<file path="config.mk">
export PLATFORM = sky130hd
export DESIGN_NAME = nibble_add_sequencer_flat
export DESIGN_NICKNAME = d
export VERILOG_FILES = /design/src/rtl/nibble_add_sequencer_if.sv /design/src/rtl/nibble_add_sequencer.sv /design/src/flat_wrapper.sv
export SDC_FILE = /design/constraint.sdc
export NUM_CORES = 1
export LEC_CHECK = 0
export ABC_AREA = 1
export CELL_PAD_IN_SITES_DETAIL_PLACEMENT = 0
export CELL_PAD_IN_SITES_GLOBAL_PLACEMENT = 1
export CORE_ASPECT_RATIO = 0.6
export CORE_UTILIZATION = 35
export CTS_BUF_LIST = sky130_fd_sc_hd__clkbuf_8 sky130_fd_sc_hd__clkbuf_16
export CTS_CLUSTER_SIZE = 8
export DETAILED_ROUTE_END_ITERATION = 8
export HOLD_SLACK_MARGIN = 0.1
export PLACE_DENSITY_LB_ADDON = 0.1
export SYNTH_ARGS = -nofsm -noshare
export SYNTH_HDL_FRONTEND = slang
export SYNTH_SLANG_ARGS = --single-unit
export TNS_END_PERCENT = 100
</file>
<file path="constraint.sdc">
create_clock -name clk -period 1.8 [get_ports clk]
set_clock_uncertainty 0.1 [all_clocks]
set_input_delay 0.27 -clock clk [delete_from_list [all_inputs] [get_ports clk]]
set_output_delay 0.27 -clock clk [all_outputs]
set_load 0.05 [all_outputs]
</file>
<file path="src/rtl/nibble_add_sequencer_if.sv">
// Bundles the operand request, adder stage and result channels of the nibble add sequencer.
// slave is the sequencer's view; master is the surrounding environment's view.
interface nibble_add_sequencer_if #(
  parameter int NIBBLES = 4
);
  localparam int W = 4 * NIBBLES;

  logic         in_valid;
  logic         in_ready;
  logic [W-1:0] op_a;
  logic [W-1:0] op_b;
  logic         op_sub;

  logic [3:0]   add_a;
  logic [3:0]   add_b;
  logic         add_cin;
  logic [3:0]   add_sum;
  logic         add_cout;
  logic         add_ovf;

  logic         out_valid;
  logic         out_ready;
  logic [W-1:0] result;
  logic         carry_out;
  logic         overflow;

  modport slave (
    input  in_valid, op_a, op_b, op_sub, add_sum, add_cout, add_ovf, out_ready,
    output in_ready, add_a, add_b, add_cin, out_valid, result, carry_out, overflow
  );

  modport master (
    output in_valid, op_a, op_b, op_sub, add_sum, add_cout, add_ovf, out_ready,
    input  in_ready, add_a, add_b, add_cin, out_valid, result, carry_out, overflow
  );
endinterface

</file>
<file path="src/rtl/nibble_add_sequencer.sv">
// Serialises a wide add/sub onto an external 4-bit adder, LSB nibble first, chaining carry
// between nibbles and returning the assembled result over a valid/ready handshake.
module nibble_add_sequencer #(
  parameter int NIBBLES = 4
) (
  input  logic                    clk,
  input  logic                    rst_n,
  nibble_add_sequencer_if.slave   bus
);
  localparam int W     = 4 * NIBBLES;
  localparam int IDX_W = (NIBBLES > 1) ? $clog2(NIBBLES) : 1;

  typedef enum logic [1:0] {IDLE, RUN, DONE} state_t;

  state_t                   state, state_next;
  logic [IDX_W-1:0]         idx;
  logic [NIBBLES-1:0][3:0]  a_q, b_q, result_q;
  logic                     carry_q, carry_out_q, overflow_q;
  logic                     last;
  logic                     accept;

  assign last   = (idx == IDX_W'(NIBBLES - 1));
  assign accept = bus.in_valid && bus.in_ready;

  always_ff @(posedge clk or negedge rst_n) begin
    if (!rst_n) state <= IDLE;
    else        state <= state_next;
  end

  // NOTE: every output of this block gets a default before the case so no path infers a latch.
  always_comb begin
    state_next  = state;
    bus.in_ready  = 1'b0;
    bus.out_valid = 1'b0;
    bus.add_a     = '0;
    bus.add_b     = '0;
    bus.add_cin   = 1'b0;
    case (state)
      IDLE: begin
        bus.in_ready = rst_n;
        if (bus.in_valid && rst_n) state_next = RUN;
      end
      RUN: begin
        bus.add_a   = a_q[idx];
        bus.add_b   = b_q[idx];
        bus.add_cin = carry_q;
        if (last) state_next = DONE;
      end
      DONE: begin
        bus.out_valid = 1'b1;
        if (bus.out_ready) state_next = IDLE;
      end
      default: state_next = IDLE;
    endcase
  end

  // NOTE: state registers use non-blocking assignment so every flop samples pre-edge values.
  always_ff @(posedge clk or negedge rst_n) begin
    if (!rst_n) begin
      a_q         <= '0;
      b_q         <= '0;
      result_q    <= '0;
      idx         <= '0;
      carry_q     <= 1'b0;
      carry_out_q <= 1'b0;
      overflow_q  <= 1'b0;
    end else begin
      case (state)
        IDLE: begin
          if (accept) begin
            // Subtraction is A + ~B + 1: invert B once here, seed the carry with op_sub.
            a_q     <= bus.op_a;
            b_q     <= bus.op_b ^ {W{bus.op_sub}};
            carry_q <= bus.op_sub;
            idx     <= '0;
          end
        end
        RUN: begin
          result_q[idx] <= bus.add_sum;
          carry_q       <= bus.add_cout;
          idx           <= idx + 1'b1;
          if (last) begin
            carry_out_q <= bus.add_cout;
            overflow_q  <= bus.add_ovf;
          end
        end
        default: ;
      endcase
    end
  end

  assign bus.result    = result_q;
  assign bus.carry_out = carry_out_q;
  assign bus.overflow  = overflow_q;
endmodule

</file>
<file path="src/flat_wrapper.sv">
// flat-port wrapper written by rule: the top's interface ports become plain ports
module nibble_add_sequencer_flat 
#(
  parameter int NIBBLES = 4
)
  (clk, rst_n, bus_in_valid, bus_op_a, bus_op_b, bus_op_sub, bus_add_sum, bus_add_cout, bus_add_ovf, bus_out_ready, bus_in_ready, bus_add_a, bus_add_b, bus_add_cin, bus_out_valid, bus_result, bus_carry_out, bus_overflow);
  nibble_add_sequencer_if #(.NIBBLES(NIBBLES)) bus_i ();
  input  logic clk;
  input  logic rst_n;
  input wire logic [$bits(bus_i.in_valid)-1:0] bus_in_valid;
  input wire logic [$bits(bus_i.op_a)-1:0] bus_op_a;
  input wire logic [$bits(bus_i.op_b)-1:0] bus_op_b;
  input wire logic [$bits(bus_i.op_sub)-1:0] bus_op_sub;
  input wire logic [$bits(bus_i.add_sum)-1:0] bus_add_sum;
  input wire logic [$bits(bus_i.add_cout)-1:0] bus_add_cout;
  input wire logic [$bits(bus_i.add_ovf)-1:0] bus_add_ovf;
  input wire logic [$bits(bus_i.out_ready)-1:0] bus_out_ready;
  output wire logic [$bits(bus_i.in_ready)-1:0] bus_in_ready;
  output wire logic [$bits(bus_i.add_a)-1:0] bus_add_a;
  output wire logic [$bits(bus_i.add_b)-1:0] bus_add_b;
  output wire logic [$bits(bus_i.add_cin)-1:0] bus_add_cin;
  output wire logic [$bits(bus_i.out_valid)-1:0] bus_out_valid;
  output wire logic [$bits(bus_i.result)-1:0] bus_result;
  output wire logic [$bits(bus_i.carry_out)-1:0] bus_carry_out;
  output wire logic [$bits(bus_i.overflow)-1:0] bus_overflow;
  assign bus_i.in_valid = bus_in_valid;
  assign bus_i.op_a = bus_op_a;
  assign bus_i.op_b = bus_op_b;
  assign bus_i.op_sub = bus_op_sub;
  assign bus_i.add_sum = bus_add_sum;
  assign bus_i.add_cout = bus_add_cout;
  assign bus_i.add_ovf = bus_add_ovf;
  assign bus_i.out_ready = bus_out_ready;
  assign bus_in_ready = bus_i.in_ready;
  assign bus_add_a = bus_i.add_a;
  assign bus_add_b = bus_i.add_b;
  assign bus_add_cin = bus_i.add_cin;
  assign bus_out_valid = bus_i.out_valid;
  assign bus_result = bus_i.result;
  assign bus_carry_out = bus_i.carry_out;
  assign bus_overflow = bus_i.overflow;
  nibble_add_sequencer #(.NIBBLES(NIBBLES)) u_core (.clk(clk), .rst_n(rst_n), .bus(bus_i));
endmodule
</file>
==> impl_metrics.yaml, run 1 <==
timing:
  period_minus_slack_ns: 1.79
  finalHoldViolations: 0
  rsz0062_at_grt: "yes"
  fin_crit_sh_pct: 99.2
  slew_viol_final: 0
  worst_pin_slew_ns: 0.382
  max_freq_ghz: 0.560
  setup-violations-final: 0
  max_slew_margin_pct: 74.5
  layout_setup_ws_ns: 0.0136
cts:
  clk_pin_slew_worst_paths_ns: 0.07
  cts_num_sinks: 55
  cts_root_buffer: "clkbuf_16"
  cts_tree: "built"
  htree_levels: 2
  numCtsBuffers: 5
  clock_latency_ns: 0.28
  clk_path_buf_depth: 2
logic_synthesis:
  syn_area_um2: 2730
  synth-seq-cells: 55
  syn_nets: 378
  synth_ff_type: "dfrtp_1"
  synthDistinctLibCells: 23
  ys_seq_area_share_pct: 50.3
  avgSynthCellArea_um2: 8.26
  syn_inst: 331
  synthArstFlopShare_pct: 100
  yosys_warnings: 0
  synth_edf_count: 0
detailed_routing:
  drtIter0Drc: 106
  ant_nets: 0
  drc: 0
  post_drt_wl_per_cell_um: 12.8
  viasPerCell: 4.43
  drt_pass1_iterations: 6
  vias: 2275
  finalWirelength_um: 6560
die:
  core-area_um2: 7420
  fp.dieH_um: 70.5
  die_w_um: 116
  fp-row-count: 24
  ioPinCount: 72
  dieArea_um2: 8180
  initial_utilization_pct: 36.9
placement:
  pre_cts_slack_ns: 0.154
  io_buffer_count: 71
  gp_congestion: 0.796
  dp_hpwl_um: 4730
min_path:
  hold_depth: 2
  hp-class: "flip-flop to flip-flop"
layout:
  fill_cells: 731
  synthToLayoutAreaGrowth_pct: 46.4
  antenna_cells: 0
  layout_common_cells: "nand2_1 (85), inv_1 (55), dfrtp_1 (52)"
  drive_gt1_share_pct: 24.4
  nets: 455
  multi_input_area_um2: 1200
  layout_commonest_cell: "nand2_1"
  seq_area_um2: 1380
global_routing:
  grt_overflow: 0
  grt_max_degree: 51
  grt_use_total_pct: 17.6
  antenna_found_initial: 0
  grt_pass1_vias: 2204
  grt_pass1_wl_um: 11100
worst_setup_path:
  worst_r2r_path_depth: 5
  worstSetupPathType: "flip-flop to primary output"
  required_ns: 1.43
  arrival_ns: 1.42
  crit_fanout: 8
  worstSetupStartpointType: "flip-flop"
  cp-end-kind: "primary output"
power:
  leakage_nw: 1.94
  power.total_mw: 7.85
  ir_drop_mv: 0.968
  power_density_nw_per_um2: 1960
job:
  maxCapViolCount: 0
run_status:
  status: "completed"
routing by layer:
layer | track usage, % | vias to the layer above | routed length [um]
met5 | 0 | - | 0
li1 | - | 1175 | -
met2 | 24.1 | 58 | 2660
met3 | 3.47 | 4 | 298
met1 | 28.0 | 1038 | 3560
met4 | 3.99 | 0 | 39
cell usage after synthesis, types with 2 or more instances:
master   count  area (um^2)
nand2_1     94          353
dfrtp_1     55         1380
inv_1       54          203
o21ai_0     23          115
o21ai_1     22          110
nand3_1     21          105
xnor2_1     16          140
a21oi_1      8         40.0
buf_2        8         40.0
nand2_2      5         31.3
buf_6        4         45.0
ha_1         4         50.1
o21ai_2      4         35.0
buf_4        2         15.0
inv_2        2         7.51
nor2_1       2         7.51
layout make-up:
cell class              instances  share of cell area, %
well taps                     104                   3.25
inverters                      57                   5.53
clock buffers                   7                   3.81
clock inverters                 1                 0.0938
repair buffers                 85                   22.8
flip-flops and latches         55                   34.5
multi-input cells             204                   30.1
per-stage QoR:
stage               utilization, %  area [um^2]  std cells  setup TNS [ns]  hold slack (ns)
global placement              49.5         3670        502               0            0.246
CTS                           52.2         3870        511               0            0.388
finish                        54.0         4000        513               0            0.385
detailed placement            49.5         3670        502               0            0.258
floorplan                        -         2770        331               0           -0.126
global route                  54.0         4000        513          -0.248            0.415
worst max-delay path, cell delays in order, from the launching register on:
cell and delay [ns]:
dfrtp_2 0.46, buf_6 0.16, nand2_1 0.08, nand3_2 0.09, a21oi_2 0.19, buf_12 0.16
registers in the layout, indices dropped and copies added, names as in the netlist:
register              count
u_core.a_q               16
u_core.b_q               16
u_core.bus.carry_out      1
u_core.bus.overflow       1
u_core.bus.result        16
u_core.carry_q            1
u_core.idx                2
u_core.state              2
cells by family after synthesis:
logic type                 synth area share, %
adders and majority gates                 1.83
AOI/OAI and AO/OA                         11.3
buffers and inverters                     11.7
xor gates and xnor gates                  5.13
and+or+nand+nor                           19.8
DFF                                       50.3
path summary, 6_finish.rpt:
path                               startpoint                     to  slack (ns)
min in group asynchronous               rst_n  u_core.bus.result[13]        0.46
worst max register to register  u_core.idx[1]  u_core.bus.result[12]        0.32
worst min-delay path            u_core.b_q[1]          u_core.b_q[1]        0.38
worst min register to register  u_core.b_q[1]          u_core.b_q[1]        0.38
max in group asynchronous               rst_n          u_core.idx[1]        0.82
worst max-delay path            u_core.idx[0]           bus_add_b[0]        0.01
power by group:
part | leakage (nW) | internal, mW | switching, mW
registers | 0.676 | 1.84 | 0.375
logic | 1.19 | 1.76 | 2.87
clock network | 0.0813 | 0.588 | 0.421
what timing repair did:
action	4_1_cts	5_1_grt
buffers inserted	0	2
pin swaps	4	14
endpoints found under the setup margin	9	9
gates resized for setup	10	27
hold endpoints to repair	55	0
hold buffers	1	0
Note: power is estimated with default switching activity, not from simulation.
==> run 2, diff against run 1 <==
--- a/config.mk
+++ b/config.mk
@@ -11,7 +11,6 @@
 export CORE_ASPECT_RATIO = 0.6
 export CORE_UTILIZATION = 35
 export CTS_BUF_LIST = sky130_fd_sc_hd__clkbuf_8 sky130_fd_sc_hd__clkbuf_16
-export CTS_CLUSTER_SIZE = 8
 export DETAILED_ROUTE_END_ITERATION = 8
 export HOLD_SLACK_MARGIN = 0.1
 export PLACE_DENSITY_LB_ADDON = 0.1
==> results of run 2 <==
Final layout, timing and power as in run 1 (identical DEF).
==> run 3, diff against run 2 <==
--- a/config.mk
+++ b/config.mk
@@ -6,6 +6,7 @@
 export NUM_CORES = 1
 export LEC_CHECK = 0
 export ABC_AREA = 1
+export CAP_MARGIN = 10
 export CELL_PAD_IN_SITES_DETAIL_PLACEMENT = 0
 export CELL_PAD_IN_SITES_GLOBAL_PLACEMENT = 1
 export CORE_ASPECT_RATIO = 0.6
==> results of run 3 <==
Final layout, timing and power as in run 1 (identical DEF).
